## src/rtl/beamformer_pkg.sv

```systemverilog
// ============================================================================
// Module : beamformer_pkg
// Brief  : Shared beamformer constants, width helpers and sequencer states.
// Rev    : 1.0 - initial release
// ============================================================================
`default_nettype none

package beamformer_pkg;

  localparam int NUMBER_OF_BITS = 8;
  localparam int BUFFER_SIZE    = 16;
  localparam int NUM_CHANNELS   = 2;

  // Channel select stays at least one bit wide even for a single channel.
  function automatic int ch_width(input int n);
    return (n > 1) ? $clog2(n) : 1;
  endfunction

  localparam int CH_W  = ch_width(NUM_CHANNELS);
  localparam int IDX_W = $clog2(BUFFER_SIZE);

  typedef enum logic [1:0] {
    ST_IDLE   = 2'd0,
    ST_ISSUE  = 2'd1,
    ST_DRAIN  = 2'd2,
    ST_OUTPUT = 2'd3
  } state_t;

endpackage

`default_nettype wire

```

## src/rtl/beam_delay_regfile.sv

```systemverilog
// ============================================================================
// Module : beam_delay_regfile
// Brief  : Host-written shadow delays, frame-synchronous active copy, clamping.
// Rev    : 1.0 - initial release
// ============================================================================
`default_nettype none

module beam_delay_regfile #(
  parameter  int NUM_CHANNELS = beamformer_pkg::NUM_CHANNELS,
  parameter  int BUFFER_SIZE  = beamformer_pkg::BUFFER_SIZE,
  localparam int CH_W         = beamformer_pkg::ch_width(NUM_CHANNELS),
  localparam int IDX_W        = $clog2(BUFFER_SIZE)
) (
  input  logic                                clk,
  input  logic                                reset,
  input  logic                                i_cfg_we,
  input  logic [CH_W-1:0]                     i_cfg_chan,
  input  logic [IDX_W-1:0]                    i_cfg_delay,
  input  logic                                i_cfg_commit,
  input  logic                                i_frame_accept,
  output logic [NUM_CHANNELS-1:0][IDX_W-1:0]  o_active_nxt,
  output logic                                o_cfg_err
);
  import beamformer_pkg::*;

  logic [NUM_CHANNELS-1:0][IDX_W-1:0] r_shadow;
  logic [NUM_CHANNELS-1:0][IDX_W-1:0] r_active;
  logic [NUM_CHANNELS-1:0][IDX_W-1:0] w_shadow_nxt;
  logic [NUM_CHANNELS-1:0][IDX_W-1:0] w_active_nxt;
  logic                               r_commit_pending;
  logic                               r_cfg_err;
  logic                               w_chan_ok;
  logic                               w_clamp;
  logic [IDX_W-1:0]                   w_delay;

  always_comb begin
    w_chan_ok = int'(i_cfg_chan) < NUM_CHANNELS;
    w_clamp   = int'(i_cfg_delay) > (BUFFER_SIZE - 1);
    w_delay   = w_clamp ? IDX_W'(BUFFER_SIZE - 1) : i_cfg_delay;
    w_shadow_nxt = r_shadow;
    if (i_cfg_we && w_chan_ok)
      w_shadow_nxt[i_cfg_chan] = w_delay;
    // A same-cycle write and commit on an accepted frame both reach that frame.
    w_active_nxt = (i_frame_accept && (r_commit_pending || i_cfg_commit)) ?
                   w_shadow_nxt : r_active;
  end

  always_ff @(posedge clk) begin
    if (reset) begin
      r_shadow         <= '0;
      r_active         <= '0;
      r_commit_pending <= 1'b0;
      r_cfg_err        <= 1'b0;
    end else begin
      r_shadow         <= w_shadow_nxt;
      r_active         <= w_active_nxt;
      r_commit_pending <= i_frame_accept ? 1'b0 : (r_commit_pending | i_cfg_commit);
      r_cfg_err        <= i_cfg_we && (!w_chan_ok || w_clamp);
    end
  end

  assign o_active_nxt = w_active_nxt;
  assign o_cfg_err    = r_cfg_err;

endmodule

`default_nettype wire

```

## src/rtl/beam_delay_sequencer.sv

```systemverilog
// ============================================================================
// Module : beam_delay_sequencer
// Brief  : Delay-and-sum frame sequencer; BEAM_SAT_EN selects saturating output.
// Rev    : 1.0 - initial release
// ============================================================================
`default_nettype none

module beam_delay_sequencer #(
  parameter  int NUM_CHANNELS   = beamformer_pkg::NUM_CHANNELS,
  parameter  int NUMBER_OF_BITS = beamformer_pkg::NUMBER_OF_BITS,
  parameter  int BUFFER_SIZE    = beamformer_pkg::BUFFER_SIZE,
  parameter  int OUT_SHIFT      = 1,
  localparam int CH_W           = beamformer_pkg::ch_width(NUM_CHANNELS),
  localparam int IDX_W          = $clog2(BUFFER_SIZE),
  localparam int ACC_W          = NUMBER_OF_BITS + CH_W
) (
  input  logic                             clk,
  input  logic                             reset,
  input  logic                             i_frame_strobe,
  input  logic                             i_cfg_we,
  input  logic [CH_W-1:0]                  i_cfg_chan,
  input  logic [IDX_W-1:0]                 i_cfg_delay,
  input  logic                             i_cfg_commit,
  output logic                             o_rd_en,
  output logic [CH_W-1:0]                  o_rd_chan,
  output logic [IDX_W-1:0]                 o_rd_index,
  input  logic signed [NUMBER_OF_BITS-1:0] i_rd_data,
  output logic                             o_out_valid,
  input  logic                             i_out_ready,
  output logic signed [NUMBER_OF_BITS-1:0] o_out_data,
  output logic                             o_busy,
  output logic                             o_overrun,
  output logic                             o_cfg_err
);
  import beamformer_pkg::*;

  localparam logic [CH_W-1:0] c_last_chan = CH_W'(NUM_CHANNELS - 1);

  state_t                             r_state;
  logic signed [ACC_W-1:0]            r_acc;
  logic signed [ACC_W-1:0]            w_sum;
  logic [NUMBER_OF_BITS-1:0]          w_result;
  logic [NUM_CHANNELS-1:0][IDX_W-1:0] w_active_nxt;
  logic [CH_W-1:0]                    w_next_chan;
  logic                               w_frame_accept;
  logic                               r_rd_en;
  logic [CH_W-1:0]                    r_rd_chan;
  logic [IDX_W-1:0]                   r_rd_index;
  logic                               r_out_valid;
  logic [NUMBER_OF_BITS-1:0]          r_out_data;
  logic                               r_busy;
  logic                               r_overrun;

  assign w_frame_accept = i_frame_strobe && (r_state == ST_IDLE);
  assign w_next_chan    = r_rd_chan + 1'b1;
  assign w_sum          = r_acc + ACC_W'(i_rd_data);

`ifdef BEAM_SAT_EN
  localparam logic signed [ACC_W-1:0] c_sat_max = ACC_W'((2 ** (NUMBER_OF_BITS - 1)) - 1);
  localparam logic signed [ACC_W-1:0] c_sat_min = ~c_sat_max;
  logic signed [ACC_W-1:0] w_shifted;
  always_comb begin
    w_shifted = w_sum >>> OUT_SHIFT;
    if (w_shifted > c_sat_max)
      w_result = c_sat_max[NUMBER_OF_BITS-1:0];
    else if (w_shifted < c_sat_min)
      w_result = c_sat_min[NUMBER_OF_BITS-1:0];
    else
      w_result = w_shifted[NUMBER_OF_BITS-1:0];
  end
`else
  always_comb w_result = NUMBER_OF_BITS'(w_sum >>> OUT_SHIFT);
`endif

  beam_delay_regfile #(
    .NUM_CHANNELS (NUM_CHANNELS),
    .BUFFER_SIZE  (BUFFER_SIZE)
  ) u_regfile (
    .clk            (clk),
    .reset          (reset),
    .i_cfg_we       (i_cfg_we),
    .i_cfg_chan     (i_cfg_chan),
    .i_cfg_delay    (i_cfg_delay),
    .i_cfg_commit   (i_cfg_commit),
    .i_frame_accept (w_frame_accept),
    .o_active_nxt   (w_active_nxt),
    .o_cfg_err      (o_cfg_err)
  );

  always_ff @(posedge clk) begin
    if (reset) begin
      r_state     <= ST_IDLE;
      r_acc       <= '0;
      r_rd_en     <= 1'b0;
      r_rd_chan   <= '0;
      r_rd_index  <= '0;
      r_out_valid <= 1'b0;
      r_out_data  <= '0;
      r_busy      <= 1'b0;
      r_overrun   <= 1'b0;
    end else begin
      if (i_frame_strobe && (r_state != ST_IDLE))
        r_overrun <= 1'b1;
      case (r_state)
        ST_IDLE: begin
          if (i_frame_strobe) begin
            r_state    <= ST_ISSUE;
            r_acc      <= '0;
            r_rd_en    <= 1'b1;
            r_rd_chan  <= '0;
            r_rd_index <= w_active_nxt[0];
            r_busy     <= 1'b1;
          end
        end
        ST_ISSUE: begin
          // Read data trails the request by one cycle, so channel 0 has nothing to add yet.
          if (r_rd_chan != '0)
            r_acc <= w_sum;
          if (r_rd_chan == c_last_chan) begin
            r_state <= ST_DRAIN;
            r_rd_en <= 1'b0;
          end else begin
            r_rd_chan  <= w_next_chan;
            r_rd_index <= w_active_nxt[w_next_chan];
          end
        end
        ST_DRAIN: begin
          r_state     <= ST_OUTPUT;
          r_out_valid <= 1'b1;
          r_out_data  <= w_result;
        end
        ST_OUTPUT: begin
          if (i_out_ready) begin
            r_state     <= ST_IDLE;
            r_out_valid <= 1'b0;
            r_busy      <= 1'b0;
          end
        end
        default: r_state <= ST_IDLE;
      endcase
    end
  end

  assign o_rd_en     = r_rd_en;
  assign o_rd_chan   = r_rd_chan;
  assign o_rd_index  = r_rd_index;
  assign o_out_valid = r_out_valid;
  assign o_out_data  = r_out_data;
  assign o_busy      = r_busy;
  assign o_overrun   = r_overrun;

endmodule

`default_nettype wire

```

## config.mk

```make
export PLATFORM = sky130hd
export DESIGN_NAME = beam_delay_sequencer
export DESIGN_NICKNAME = d
export VERILOG_FILES = /design/src/rtl/beamformer_pkg.sv /design/src/rtl/beam_delay_regfile.sv /design/src/rtl/beam_delay_sequencer.sv
export SDC_FILE = /design/constraint.sdc
export NUM_CORES = 1
export LEC_CHECK = 0
export BUFFER_PORTS_ARGS = -buffer_cell sky130_fd_sc_hd__clkbuf_2
export CAP_MARGIN = 10
export CELL_PAD_IN_SITES_DETAIL_PLACEMENT = 1
export CELL_PAD_IN_SITES_GLOBAL_PLACEMENT = 1
export CORE_UTILIZATION = 44
export CTS_BUF_LIST = sky130_fd_sc_hd__clkbuf_8 sky130_fd_sc_hd__clkbuf_16
export CTS_CLUSTER_SIZE = 24
export DETAILED_ROUTE_END_ITERATION = 7
export GPL_ROUTABILITY_DRIVEN = 0
export PLACE_DENSITY = 0.85
export SLEW_MARGIN = 20
export SYNTH_ARGS = -nofsm -noshare
export SYNTH_HDL_FRONTEND = slang
export SYNTH_SLANG_ARGS = --single-unit
```

## constraint.sdc

```tcl
create_clock -name clk -period 4.55 [get_ports clk]
set_input_delay 0.455 -clock clk [delete_from_list [all_inputs] [get_ports clk]]
set_output_delay 0.455 -clock clk [all_outputs]
set_load 0.03 [all_outputs]
```

# Word level (Yosys, flattened, before mapping)
# Index checks and enable logic that the tools add are counted.
[word_totals]
out_inout_bits = 18
register_bits = 45
inputBits = 19
wordCells = 70
[op_classes]
reduce_logical = 17
addsub = 2
magnitude_cmp = 3
eq_ne = 7
n_bitwise = 1
mux = 26
[ops]
columns = ["operator", "n"]
rows = [
  ["$mux W4", 5],
  ["$mux W9", 2],
  ["$pmux W9 S2", 1],
  ["$mux W8", 2],
  ["$reduce_and A3 Y1", 4],
  ["$add A9 B8 Y9", 1],
  ["$bwmux W8", 1],
  ["$ne A2 B2 Y1 const B", 4],
  ["$pmux W1 S2", 4],
  ["$pmux W2 S4", 1],
  ["$pmux W4 S2", 1],
  ["$reduce_bool A2 Y1", 4],
  ["$mux W2", 3],
  ["$mux W1", 5],
  ["$demux W4 S1", 1],
  ["$eq A2 B2 Y1 const B", 2],
  ["$logic_and A1 B1 Y1", 4],
  ["$lt A1 B2 Y1 const B", 2],
  ["$reduce_and A2 Y1", 2],
  ["$eq A2 B1 Y1 const B", 1],
  ["$logic_not A2 Y1", 1],
  ["$reduce_or A2 Y1", 1],
  ["$add A1 B1 Y1 const B", 1],
  ["$ge A1 B1 Y1 const B", 1],
  ["2 further kinds", 2],
]

# Depth between registers and ports, before layout
# Gate-level depths: netlist (run 1).
[logic_depth]
word_depth = 11
depth_mapped = 8
mapped_depth_nobuf = 7

# Hierarchy
# From an unflattened synthesis (run 1), not the netlist that was laid out.
[hier_totals]
cells_unflattened = 245
hier_area_um2 = 2185.8
[by_module_without_submodules]
columns = ["mod", "seq_area_each_um2", "area_each_um2", "cells_per_inst", "instances"]
rows = [
  ["beam_delay_sequencer", 560.5, 1524.0, 176, 1],
  ["beam_delay_regfile", 340.3, 661.9, 69, 1],
]

# Worst setup path after synthesis (run 1)
# OpenSTA, ideal clock, no wires.
[synth_path]
kind = "input to register"
startpoint = "input i_rd_data[0]"
endpoint = "register r_out_data[7] (netlist: o_out_data[7])"
stages = 7
path_slack_ns = 2.122
t_arrival_ns = 2.337
setup_ns = 0.091
t_required_ns = 4.459
n_path_buf = 0
cell_sequence = "ha_1 > fa_1 > a211oi_1 > o21a_1 > mux2_4 > or3_1 > a311oi_1"
[synth_between]
elab_chain_cells = 1
[synth_rtl]
columns = ["element", "line_no", "source"]
rows = [
  ["from (decl)", "beam_delay_sequencer.sv:27", "input logic signed [NUMBER_OF_BITS-1:0] i_rd_data,"],
  ["$add A9 B8 Y9", "beam_delay_sequencer.sv:56", "assign w_sum = r_acc + ACC_W'(i_rd_data);"],
  ["to (signal assigned)", "beam_delay_sequencer.sv:130", "r_out_data <= w_result;"],
  ["to (decl)", "beam_delay_sequencer.sv:50", "logic [NUMBER_OF_BITS-1:0] r_out_data;"],
]
# No other way between the ends.
# A chain may end at the register's enable or synchronous reset.

# Worst setup path in the final report (run 1)
[layout_path]
startpoint = "register r_acc[0]"
endpoint = "register r_out_data[7] (netlist: o_out_data[7])"
[layout_between]
elab_chain_cells = 1
[layout_rtl]
columns = ["element", "line_no", "source"]
rows = [
  ["from (decl)", "beam_delay_sequencer.sv:40", "logic signed [ACC_W-1:0] r_acc;"],
  ["from (signal assigned)", "beam_delay_sequencer.sv:118", "r_acc <= w_sum;"],
  ["$add A9 B8 Y9", "beam_delay_sequencer.sv:56", ""],
]
# No other way between the ends.

==> run metrics, run 1 <==
status=complete, but fails checks; failing checks=design-rule violations; reg2reg start=r_acc[0]; Congestion Overflow GR=0; Peak Freq=0.413 GHz; clock-pin slew on the worst setup and hold paths=90 ps; Synthesized Nets=271; HPWL after DPL=3.56 mm; Layout Nets=303; Syn Std Cell Area=2110 µm²; Initial Util=47.2%; clock period minus worst slack=2420 ps; total CTS buffers=5; met2 WL=2.34 mm; r2r setup slk=2130 ps; Worst setup EP type=register; Post-CTS Hold Buffers=0; WL met1=~2.3 mm; leading area contributor after synthesis=dfxtp_1; highest routed metal layer=met4; setup TNS=0 ps; Routed WL=between 4 and 5 mm; Synth Flop Type=dfxtp_1; All-Layer GR Usage=21.6%; IO Port Bufs=35; CTS tree=done; Layout area overhead=13.7%; final setup violating endpoints=0; Max Cap Viol=0; ant diodes=0; CTS Buffer Depth=2; EDFF count, synth=0; asr flop ratio synth=0%; Synth Instances=around 240; core area=4470 µm²; Max FO, Critical Path=4; DR WL met3=approximately 210 µm; Row Count=24; Setup Skew=8.05 ps; setup bufs post-CTS=0; Die H=slightly above 70 µm; DR iter-0 viols=64; Least-Margin Pin Slew=857 ps; Crit Path Category=reg -> reg; relative slew slack=between 40 and 50%; pwr dens=~500 nW/µm²; Avg WL per Cell=15.3 µm; Area contributors post-synth=dfxtp_1 43%, ha_1 7.7%, mux2i_1 6.6%, nor2_1 6.2%, a21oi_1 4.7%; fin crit share=between 50% and 60%; Yosys reg bits=45; first-pass GRT wire length=8.53 mm; Skew-Pair Late Insertion Delay=310 ps; WHS Endpoint=u_regfile.r_shadow[2]; Yosys cell types=39; most frequent cells after synthesis=45 x dfxtp_1, 35 x nor2_1, 20 x a21oi_1, 19 x nand2_1, 14 x mux2i_1; pin count of the biggest net entering global routing=45; die width=71.3 µm; die area=5080 µm²; I/O pin cnt=37; Startpoint Class=register; layout cells sized above 1=16.6%; synth warn=0; vias in the first global route=between 1500 and 2000; most instantiated library cell after synthesis=dfxtp_1; Critical Path RT=4760 ps; Worst EP arrival=2630 ps; DRT Pass-1 Iters=6; mean post-synth cell area=8.88 µm²; RSZ-0062 raised after global routing=false; H-tree levels=2; Via Count=approximately 1800; via/cell ratio=5.46; hold crit path type=in -> reg; CTS root buffer=clkbuf_8; Slew Viols, Final=0; DRC Markers=3; register area=~900 µm²; Hold Path Depth=3; CTS sink count=45; area of the multi-input gates=1140 µm²; R2R depth=7; slowest stage cell on the critical path=fa_1; hold_sp=i_cfg_delay[2]; fillcell total=565; Static Leak=1.08 nW; RR Endpoint=o_out_data[7]; register area share after synthesis=42.6%; Post-DRT Antenna Nets=0; Worst path max stage delay=approximately 430 ps; worst vdd ir=0.271 mV; Worst Hold Slack=420 ps; Synth top area share=between 40% and 50%; initial antenna violation count=0; post-CTS sizing=0; critical path cell sequence=ha_1 > fa_1 > a211oi_1 > o21a_1 > mux2_4 > or3_1 > a311oi_1; Fin. Hold Viols=0
## critical path, delay by kind of cell (launching register included)
kind	cells	cell delay (ps)
AND/OR/NAND/NOR	1	340
multiplexers	1	320
AO/OA/AOI/OAI	3	700
adder cells (fa/ha/maj)	2	630
flip-flops	1	320
## where the power goes
part           leakage, nW  internal, mW  total [mW]  switching, mW
Clock               0.0416         0.106       0.249          0.143
Sequential           0.366         0.453       0.493         0.0398
Combinational        0.676         0.151       0.453          0.302
## cell families after synthesis
family | after synthesis | synth area share, %
xor gates and xnor gates | 4 | 1.66
and+or+nand+nor | 83 | 18.2
adders and majority gates | 14 | 8.64
other | 1 | 0.177
DFF | 45 | 42.6
buffers and inverters | 17 | 3.20
muxes | 15 | 7.34
AOI/OAI and AO/OA | 59 | 18.2
## final cells by class
class                      count  area share [%]
multi-input combinational    176            47.6
clock buffer                   5            2.86
sequential                    45            37.5
clock inverter                 3           0.781
timing repair buffer          36            7.60
inverter                       6           0.937
tap                           52            2.71
## layer usage
layer	GRT usage, %	vias to the layer above
met3	5.63	6
met1	27.9	824
met2	35.4	30
met4	6.67	0
met5	0	-
li1	-	902
## cell usage in the layout (no fill, tap or decap), drive strengths merged, types with 7 or more instances in the layout
cell type,count
nor2b,9
inv,7
nand2,19
a21oi,20
dfxtp,45
nor2,35
mux2i,14
ha,13
clkbuf,41
o21ai,11
## per-stage QoR
| step | util, % | setup slack (ps) | std cells | power [mW] | cell area [µm²] |
|---|---|---|---|---|---|
| after floorplan | - | 2120 | 238 | 0.831 | 2110 |
| after global placement | 51.6 | 1950 | 314 | 0.939 | 2310 |
| after detailed placement | 51.6 | 1930 | 314 | 0.954 | 2310 |
| after CTS | 53.6 | 2140 | 322 | 1.21 | 2400 |
| after global routing | 53.7 | 1950 | 323 | 1.28 | 2400 |
| final | 53.7 | 2130 | 323 | 1.20 | 2400 |
## flip-flops by register name (all words and copies together) (netlist names)
signal,cells
r_state,2
o_overrun,1
u_regfile.r_active,8
u_regfile.r_shadow,8
r_acc,9
o_rd_en,1
o_out_data,8
o_out_valid,1
o_rd_index,4
o_rd_chan,1
u_regfile.r_commit_pending,1
o_busy,1
## worst max path at each step
stage	from	end	slack, ps	cells after the start
after floorplan	i_rd_data[0]	o_out_data[7]	2120	7
after global placement	i_rd_data[0]	o_out_data[7]	1950	8
after detailed placement	i_rd_data[0]	o_out_data[7]	1930	8
after CTS	r_acc[0]	o_out_data[7]	2140	7
after global routing	r_state[0]	r_acc[8]	1950	7
final	r_acc[0]	o_out_data[7]	2130	7
Note: power is estimated with default switching activity, not from simulation.
==> run 2: changes to the inputs <==
--- a/config.mk
+++ b/config.mk
@@ -9,12 +9,12 @@
 export CAP_MARGIN = 10
 export CELL_PAD_IN_SITES_DETAIL_PLACEMENT = 1
 export CELL_PAD_IN_SITES_GLOBAL_PLACEMENT = 1
-export CORE_UTILIZATION = 44
+export CORE_UTILIZATION = 37
 export CTS_BUF_LIST = sky130_fd_sc_hd__clkbuf_8 sky130_fd_sc_hd__clkbuf_16
 export CTS_CLUSTER_SIZE = 24
 export DETAILED_ROUTE_END_ITERATION = 7
 export GPL_ROUTABILITY_DRIVEN = 0
-export PLACE_DENSITY = 0.85
+export PLACE_DENSITY = 0.76
 export SLEW_MARGIN = 20
 export SYNTH_ARGS = -nofsm -noshare
 export SYNTH_HDL_FRONTEND = slang
==> constraint.sdc (replaced) <==
create_clock -name clk -period 2.22 [get_ports clk]
set_input_delay 0.222 -clock clk [delete_from_list [all_inputs] [get_ports clk]]
set_output_delay 0.222 -clock clk [all_outputs]
set_load 0.03 [all_outputs]
==> run 2 against run 1 <==
Net effect: the flow now finishes without violations; combinational power grew 120%; clock power grew to 2.6 times the previous value; sequential cell count is the same; cell count grew 9.6%; fmax grew 11%; die area grew 18%; wire length grew 5.6%; clock skew shrank 4.3 ps; final area grew 8.0%; via count grew 3.7%; sequential share of layout area shrank 2.7 points; critical path type unchanged; highest routed layer unchanged.
==> run metrics, run 2 (same netlist as run 1, synthesis figures left out) <==
clock period minus worst slack=2180 ps (was 2420 ps); H-tree levels=2 (unchanged); Worst setup EP type=register (unchanged); Layout area overhead=22.8% (was 13.7%); area of placed instances=2430 µm² (was 2310 µm²); worst vdd ir=0.489 mV (was 0.271 mV); Layout Nets=314 (was 303); status=finished, final reports clean (was complete, but fails checks); die width=77.6 µm (was 71.3 µm); Setup Skew=3.79 ps (was 8.05 ps); die area=6020 µm² (was 5080 µm²); IO Port Bufs=35 (unchanged); setup TNS=0 ps (unchanged); vias in the first global route=1880 (was 1798); first-pass GRT wire length=8.74 mm (was 8.53 mm); Skew-Pair Late Insertion Delay=290 ps (was 310 ps); Worst Hold Slack=200 ps (was 420 ps); ant diodes=0 (unchanged); number of flip-flops in the largest register=9 (unchanged); DRT Pass-1 Iters=4 (was 6); Static Leak=1.16 nW (was 1.08 nW); fin crit share=98.1% (was 53.2%); commonest non-fill, non-tap cell in the layout=dfxtp_1 (unchanged); Worst EP arrival=2390 ps (was 2630 ps); initial antenna violation count=0 (unchanged); met2 WL=2.69 mm (was 2.34 mm); CTS tree=done (unchanged); critical path cell sequence=ha_4 > fa_2 > a211oi_2 > o21a_1 > mux2_4 > or3_4 > a311oi_2 (was ha_1 > fa_1 > a211oi_1 > o21a_1 > mux2_4 > or3_1 > a311oi_1); relative slew slack=64.5% (was 42.9%); Crit Path Category=reg -> reg (unchanged); core area=5510 µm² (was 4470 µm²); Initial Util=38.4% (was 47.2%); setup bufs post-CTS=0 (unchanged); WL met1=2.28 mm (was 2.33 mm); Via Count=1827 (was 1762); Least-Margin Pin Slew=528 ps (was 857 ps); total CTS buffers=5 (unchanged); Avg WL per Cell=14.7 µm (was 15.3 µm); DRC Markers=0 (was 3); HPWL after DPL=3.82 mm (was 3.56 mm); CTS root buffer=clkbuf_8 (unchanged); Die H=77.6 µm (was 71.3 µm); I/O pin cnt=37 (unchanged); Worst path max stage delay=370 ps (was 430 ps); Row Count=27 (was 24); layout cells sized above 1=22.7% (was 16.6%); Startpoint Class=register (unchanged); highest routed metal layer=met4 (unchanged); Routed WL=5.21 mm (was 4.93 mm); Slew Viols, Final=0 (unchanged); most frequent cells in the layout=44 x dfxtp_1, 35 x nor2_1, 35 x clkbuf_2 (was 45 x dfxtp_1, 35 x nor2_1, 35 x clkbuf_2); Critical Path RT=2430 ps (was 4760 ps); pwr dens=1030 nW/µm² (was 497 nW/µm²); Peak Freq=0.459 GHz (was 0.413 GHz); Post-CTS Hold Buffers=0 (unchanged); All-Layer GR Usage=18.4% (was 21.6%); pin count of the biggest net entering global routing=17 (was 45); RSZ-0062 raised after global routing=true (was false); clock-pin slew on the worst setup and hold paths=90 ps (about the same); via/cell ratio=5.16 (was 5.46); final setup violating endpoints=0 (unchanged); Max FO, Critical Path=2 (was 4); Post-DRT Antenna Nets=0 (unchanged); Fin. Hold Viols=0 (unchanged); Max Cap Viol=0 (unchanged); Design Power=2.67 mW (was 1.20 mW); Biggest register=r_acc (unchanged); Congestion Overflow GR=0 (unchanged); hold crit path type=in -> reg (unchanged); CTS Buffer Depth=2 (unchanged); DR iter-0 viols=46 (was 64); CTS sink count=45 (unchanged); DR WL met3=200 µm (was 212 µm); cell area after layout=2590 µm² (was 2400 µm²); slowest stage cell on the critical path=or3_4 (was fa_1)
run 2: cell count changes in the layout (fill, tap and decap cells not counted), sizes merged:
cell,before,now
buf,0,12
bufinv,0,1
clkinvlp,2,1
inv,7,6
run 2: critical path: cells and delay by family (launching register included):
family	cells	cell delay [ps]
AO/OA/AOI/OAI	3	550
adder cells (fa/ha/maj)	2	510
flip-flops	1	350
multiplexers	1	320
AND/OR/NAND/NOR	1	370
run 2: where the power goes:
part / switching, mW / internal, mW
clock: 0.285 / 0.366
sequential: 0.0846 / 0.929
combinational: 0.653 / 0.355
total: 1.02 / 1.65
run 2: per-layer routing:
layer  vias to the layer above  track usage [%]
met4                         0             3.96
li1                        920                -
met2                        35             33.9
met5                         -                0
met3                         4             4.12
met1                       868             21.4
run 2: what timing repair did:
action / in CTS / in global routing
pin swaps: 2 / 1
gates cloned: 0 / 0
setup endpoints to repair: 2 / 2
gates resized for setup: 2 / 7
run 2: worst paths after layout:
path / startpoint / end / slack [ps] / depth (start not counted)
setup / recovery: r_acc[0] / o_out_data[7] / 40 / 7
hold / removal: i_cfg_delay[3] / u_regfile.r_shadow[7] / 200 / 3
setup reg to reg: r_acc[0] / o_out_data[7] / 40 / 7
hold reg to reg: o_rd_index[3] / o_rd_index[3] / 450 / 2
run 2: final cells by class:
class | instances | area, µm²
clock buffers | 6 | 82.6
clock inverters | 2 | 37.5
fillers | 666 | 2910
inverters | 6 | 22.5
multi-input cells | 176 | 1190
flip-flops and latches | 45 | 902
well taps | 72 | 90.1
repair buffers | 47 | 269
run 2: stage by stage:
stage | std cells | worst slack, ps | utilization (%)
2_1_floorplan | 238 | 37.5 | -
3_3_place_gp | 346 | -11.4 | 44.1
3_5_place_dp | 346 | -26.3 | 44.1
4_1_cts | 354 | -5.35 | 46.4
5_1_grt | 354 | -48.6 | 47.1
6_report | 354 | 42.0 | 47.1
==> run 3: changes to the inputs <==
--- a/config.mk
+++ b/config.mk
@@ -5,16 +5,17 @@
 export SDC_FILE = /design/constraint.sdc
 export NUM_CORES = 1
 export LEC_CHECK = 0
+export ABC_AREA = 1
 export BUFFER_PORTS_ARGS = -buffer_cell sky130_fd_sc_hd__clkbuf_2
 export CAP_MARGIN = 10
 export CELL_PAD_IN_SITES_DETAIL_PLACEMENT = 1
 export CELL_PAD_IN_SITES_GLOBAL_PLACEMENT = 1
-export CORE_UTILIZATION = 37
+export CORE_UTILIZATION = 36
 export CTS_BUF_LIST = sky130_fd_sc_hd__clkbuf_8 sky130_fd_sc_hd__clkbuf_16
 export CTS_CLUSTER_SIZE = 24
 export DETAILED_ROUTE_END_ITERATION = 7
 export GPL_ROUTABILITY_DRIVEN = 0
-export PLACE_DENSITY = 0.76
+export PLACE_DENSITY = 0.78
 export SLEW_MARGIN = 20
 export SYNTH_ARGS = -nofsm -noshare
 export SYNTH_HDL_FRONTEND = slang
==> run 3 against run 2 <==
Net effect: critical endpoint is now o_rd_index[0]; worst hold slack worse by 5.0 ps; global-route usage is 0.57 points higher; clock power is 21% lower; critical path type unchanged; via count is 17% higher; wire length is 10% higher; combinational power is 44% higher; final area is 1.0% higher; sequential power is 11% higher; sequential cell count stayed put; cell count is 28% higher; sequential share of layout area is 0.40 points lower; largest power group is now combinational logic.
==> run metrics, run 3 <==
status=finished, final reports clean (unchanged); Worst setup EP type=register (unchanged); reg2reg start=r_state[1] (was r_acc[0]); Layout Nets=410 (was 314); Slew Viols, Final=0 (unchanged); leading area contributor after synthesis=dfxtp_1 (unchanged); post-CTS sizing=0 (was 2); clock period minus worst slack=1700 ps (was 2180 ps); Critical Path RT=2420 ps (was 2430 ps); initial antenna violation count=0 (unchanged); Yosys reg bits=45 (unchanged); Layout area overhead=14.4% (was 22.8%); RR Endpoint=o_rd_index[0] (was o_out_data[7]); DRT Pass-1 Iters=4 (unchanged); hold crit path type=in -> reg (unchanged); Row Count=28 (was 27); first-pass GRT wire length=9.60 mm (was 8.74 mm); Startpoint Class=register (unchanged); Routed WL=5.75 mm (was 5.21 mm); Static Leak=1.43 nW (was 1.16 nW); die width=81.8 µm (was 77.6 µm); pwr dens=1180 nW/µm² (was 1030 nW/µm²); final setup violating endpoints=0 (unchanged); Synth Flop Type=dfxtp_1 (unchanged); ant diodes=0 (unchanged); Max Cap Viol=0 (unchanged); layout cells sized above 1=13.3% (was 22.7%); clock-pin slew on the worst setup and hold paths=80 ps (was 90 ps); slowest stage cell on the critical path=dfxtp_1 (was or3_4); Worst Path Buf+Inv=2 (was 0); R2R depth=9 (was 7); critical path launch point=r_state[1] (was r_acc[0]); Skew-Pair Late Insertion Delay=300 ps (was 290 ps); pin count of the biggest net entering global routing=20 (was 17); total CTS buffers=5 (unchanged); Crit Path Category=reg -> reg (unchanged); Biggest register=r_acc (unchanged); Setup Skew=8.25 ps (was 3.79 ps); Peak Freq=0.589 GHz (was 0.459 GHz); commonest non-fill, non-tap cell in the layout=nand2_1 (was dfxtp_1); CTS tree=done (unchanged); most frequent cells in the layout=98 x nand2_1, 54 x inv_1, 46 x nor2_1 (was 44 x dfxtp_1, 35 x nor2_1, 35 x clkbuf_2); DR iter-0 viols=52 (was 46); IO Port Bufs=35 (unchanged); most instantiated library cell after synthesis=nand2_1 (was dfxtp_1); Congestion Overflow GR=0 (unchanged); setup bufs post-CTS=0 (unchanged); worst setup path end=o_rd_index[0] (was o_out_data[7]); cell family with most CP delay=simple AND/OR/NAND/NOR gates (was compound AO/OA/AOI/OAI gates); CTS Buffer Depth=2 (unchanged); Fin. Hold Viols=0 (unchanged); fin crit share=76.5% (was 98.1%); Post-CTS Hold Buffers=0 (unchanged); Die H=81.8 µm (was 77.6 µm); Synth top area share=39.3% (was 42.6%); CTS root buffer=clkbuf_8 (unchanged); most frequent cells after synthesis=98 x nand2_1, 53 x inv_1, 46 x nor2_1, 45 x dfxtp_1, 34 x nand3_1 (was 45 x dfxtp_1, 35 x nor2_1, 20 x a21oi_1, 19 x nand2_1, 14 x mux2i_1); Max FO, Critical Path=8 (was 2); EDFF count, synth=0 (unchanged); Initial Util=38.0% (was 38.4%); Worst path max stage delay=340 ps (was 370 ps); cell area after layout=2620 µm² (was 2590 µm²); DRC Markers=0 (unchanged); worst vdd ir=0.580 mV (was 0.489 mV); Worst EP arrival=1900 ps (was 2390 ps); Synthesized Nets=373 (was 271); number of flip-flops in the largest register=9 (unchanged); Crit. path cell count=9 (was 7); Post-DRT Antenna Nets=0 (unchanged); All-Layer GR Usage=18.9% (was 18.4%); register area share after synthesis=39.3% (was 42.6%); RSZ-0062 raised after global routing=false (was true); mean post-synth cell area=6.74 µm² (was 8.88 µm²); Yosys cell types=26 (was 39); CTS sink count=45 (unchanged); vias in the first global route=2081 (was 1880); die area=6690 µm² (was 6020 µm²); H-tree levels=2 (unchanged); Area contributors post-synth=dfxtp_1 39%, nand2_1 16%, inv_1 8.7%, nor2_1 7.5%, nand3_1 7.4% (was dfxtp_1 43%, ha_1 7.7%, mux2i_1 6.6%, nor2_1 6.2%, a21oi_1 4.7%); r2r setup slk=520 ps (was 40 ps); Syn Std Cell Area=2290 µm² (was 2110 µm²); area of placed instances=2530 µm² (was 2430 µm²); Via Count=2142 (was 1827); I/O pin cnt=37 (unchanged); Synth Instances=340 (was 238); synth warn=0 (unchanged); Most Frequent Cell on Critical Path=nand3_1; core area=6030 µm² (was 5510 µm²); asr flop ratio synth=0% (unchanged); Hold Path Depth=3 (unchanged); via/cell ratio=4.74 (was 5.16); HPWL after DPL=4.53 mm (was 3.82 mm); critical path cell sequence=inv_1 > ha_1 > nand2_2 > a21oi_2 > nand3_1 > nand3_1 > nand3_1 > nand2_1 > inv_1 (was ha_4 > fa_2 > a211oi_2 > o21a_1 > mux2_4 > or3_4 > a311oi_2); setup TNS=0 ps (unchanged); Avg WL per Cell=12.7 µm (was 14.7 µm)
## run 3: per-layer routing
layer  share of wire [%]  vias to the layer above  global-route usage, %
met5                   0                        -                      0
met4                 1.1                        0                   5.26
met3                 2.4                        6                   3.33
met2                  47                       27                   31.7
met1                  50                      993                   24.8
li1                    -                     1116                      -
## run 3: worst min-delay path: stages
cell and delay (ps):
clkbuf_2 90, nand2_1 80, a21oi_1 60
## run 3: report_power, final
group | internal [mW] | switching (mW) | total [mW]
clock | 0.243 | 0.272 | 0.515
combinational | 0.450 | 1.00 | 1.45
sequential | 1.00 | 0.116 | 1.12
total | 1.69 | 1.39 | 3.08
## run 3: cell families after synthesis
logic type,share of synthesized area [%]
XOR/XNOR,1.53
adder cells (fa/ha/maj),7.97
AO/OA/AOI/OAI,8.25
flip-flops,39.3
buffers and inverters,10.8
other,0.164
AND/OR/NAND/NOR,32.0
## run 3: worst min path at each step
| stage | startpoint | end | slack (ps) |
|---|---|---|---|
| 2_1_floorplan | i_cfg_commit | u_regfile.r_commit_pending | 390 |
| 3_3_place_gp | o_busy | o_busy | 450 |
| 3_5_place_dp | o_busy | o_busy | 460 |
| 4_1_cts | i_cfg_delay[3] | u_regfile.r_shadow[3] | 190 |
| 5_1_grt | i_cfg_delay[3] | u_regfile.r_shadow[3] | 200 |
| 6_report | i_cfg_delay[2] | u_regfile.r_shadow[2] | 190 |
## run 3: through the flow
step	power (mW)	cells	setup slack, ps	util [%]	hold WS (ps)
after floorplan	2.19	340	747	-	386
after global placement	2.54	445	571	42.1	454
after detailed placement	2.59	445	494	42.1	456
after CTS	3.13	452	484	43.5	188
after global routing	3.33	452	341	43.5	199
final	3.08	452	521	43.5	195
## run 3: cell type report
class                           instances  area, µm²
Clock buffer                            6       82.6
Timing Repair Buffer                   37        190
Sequential cell                        45        901
Fill cell                             826       3400
Tap cell                               75       93.8
Inverter                               55        206
Clock inverter                          1       3.75
Multi-Input combinational cell        233       1140
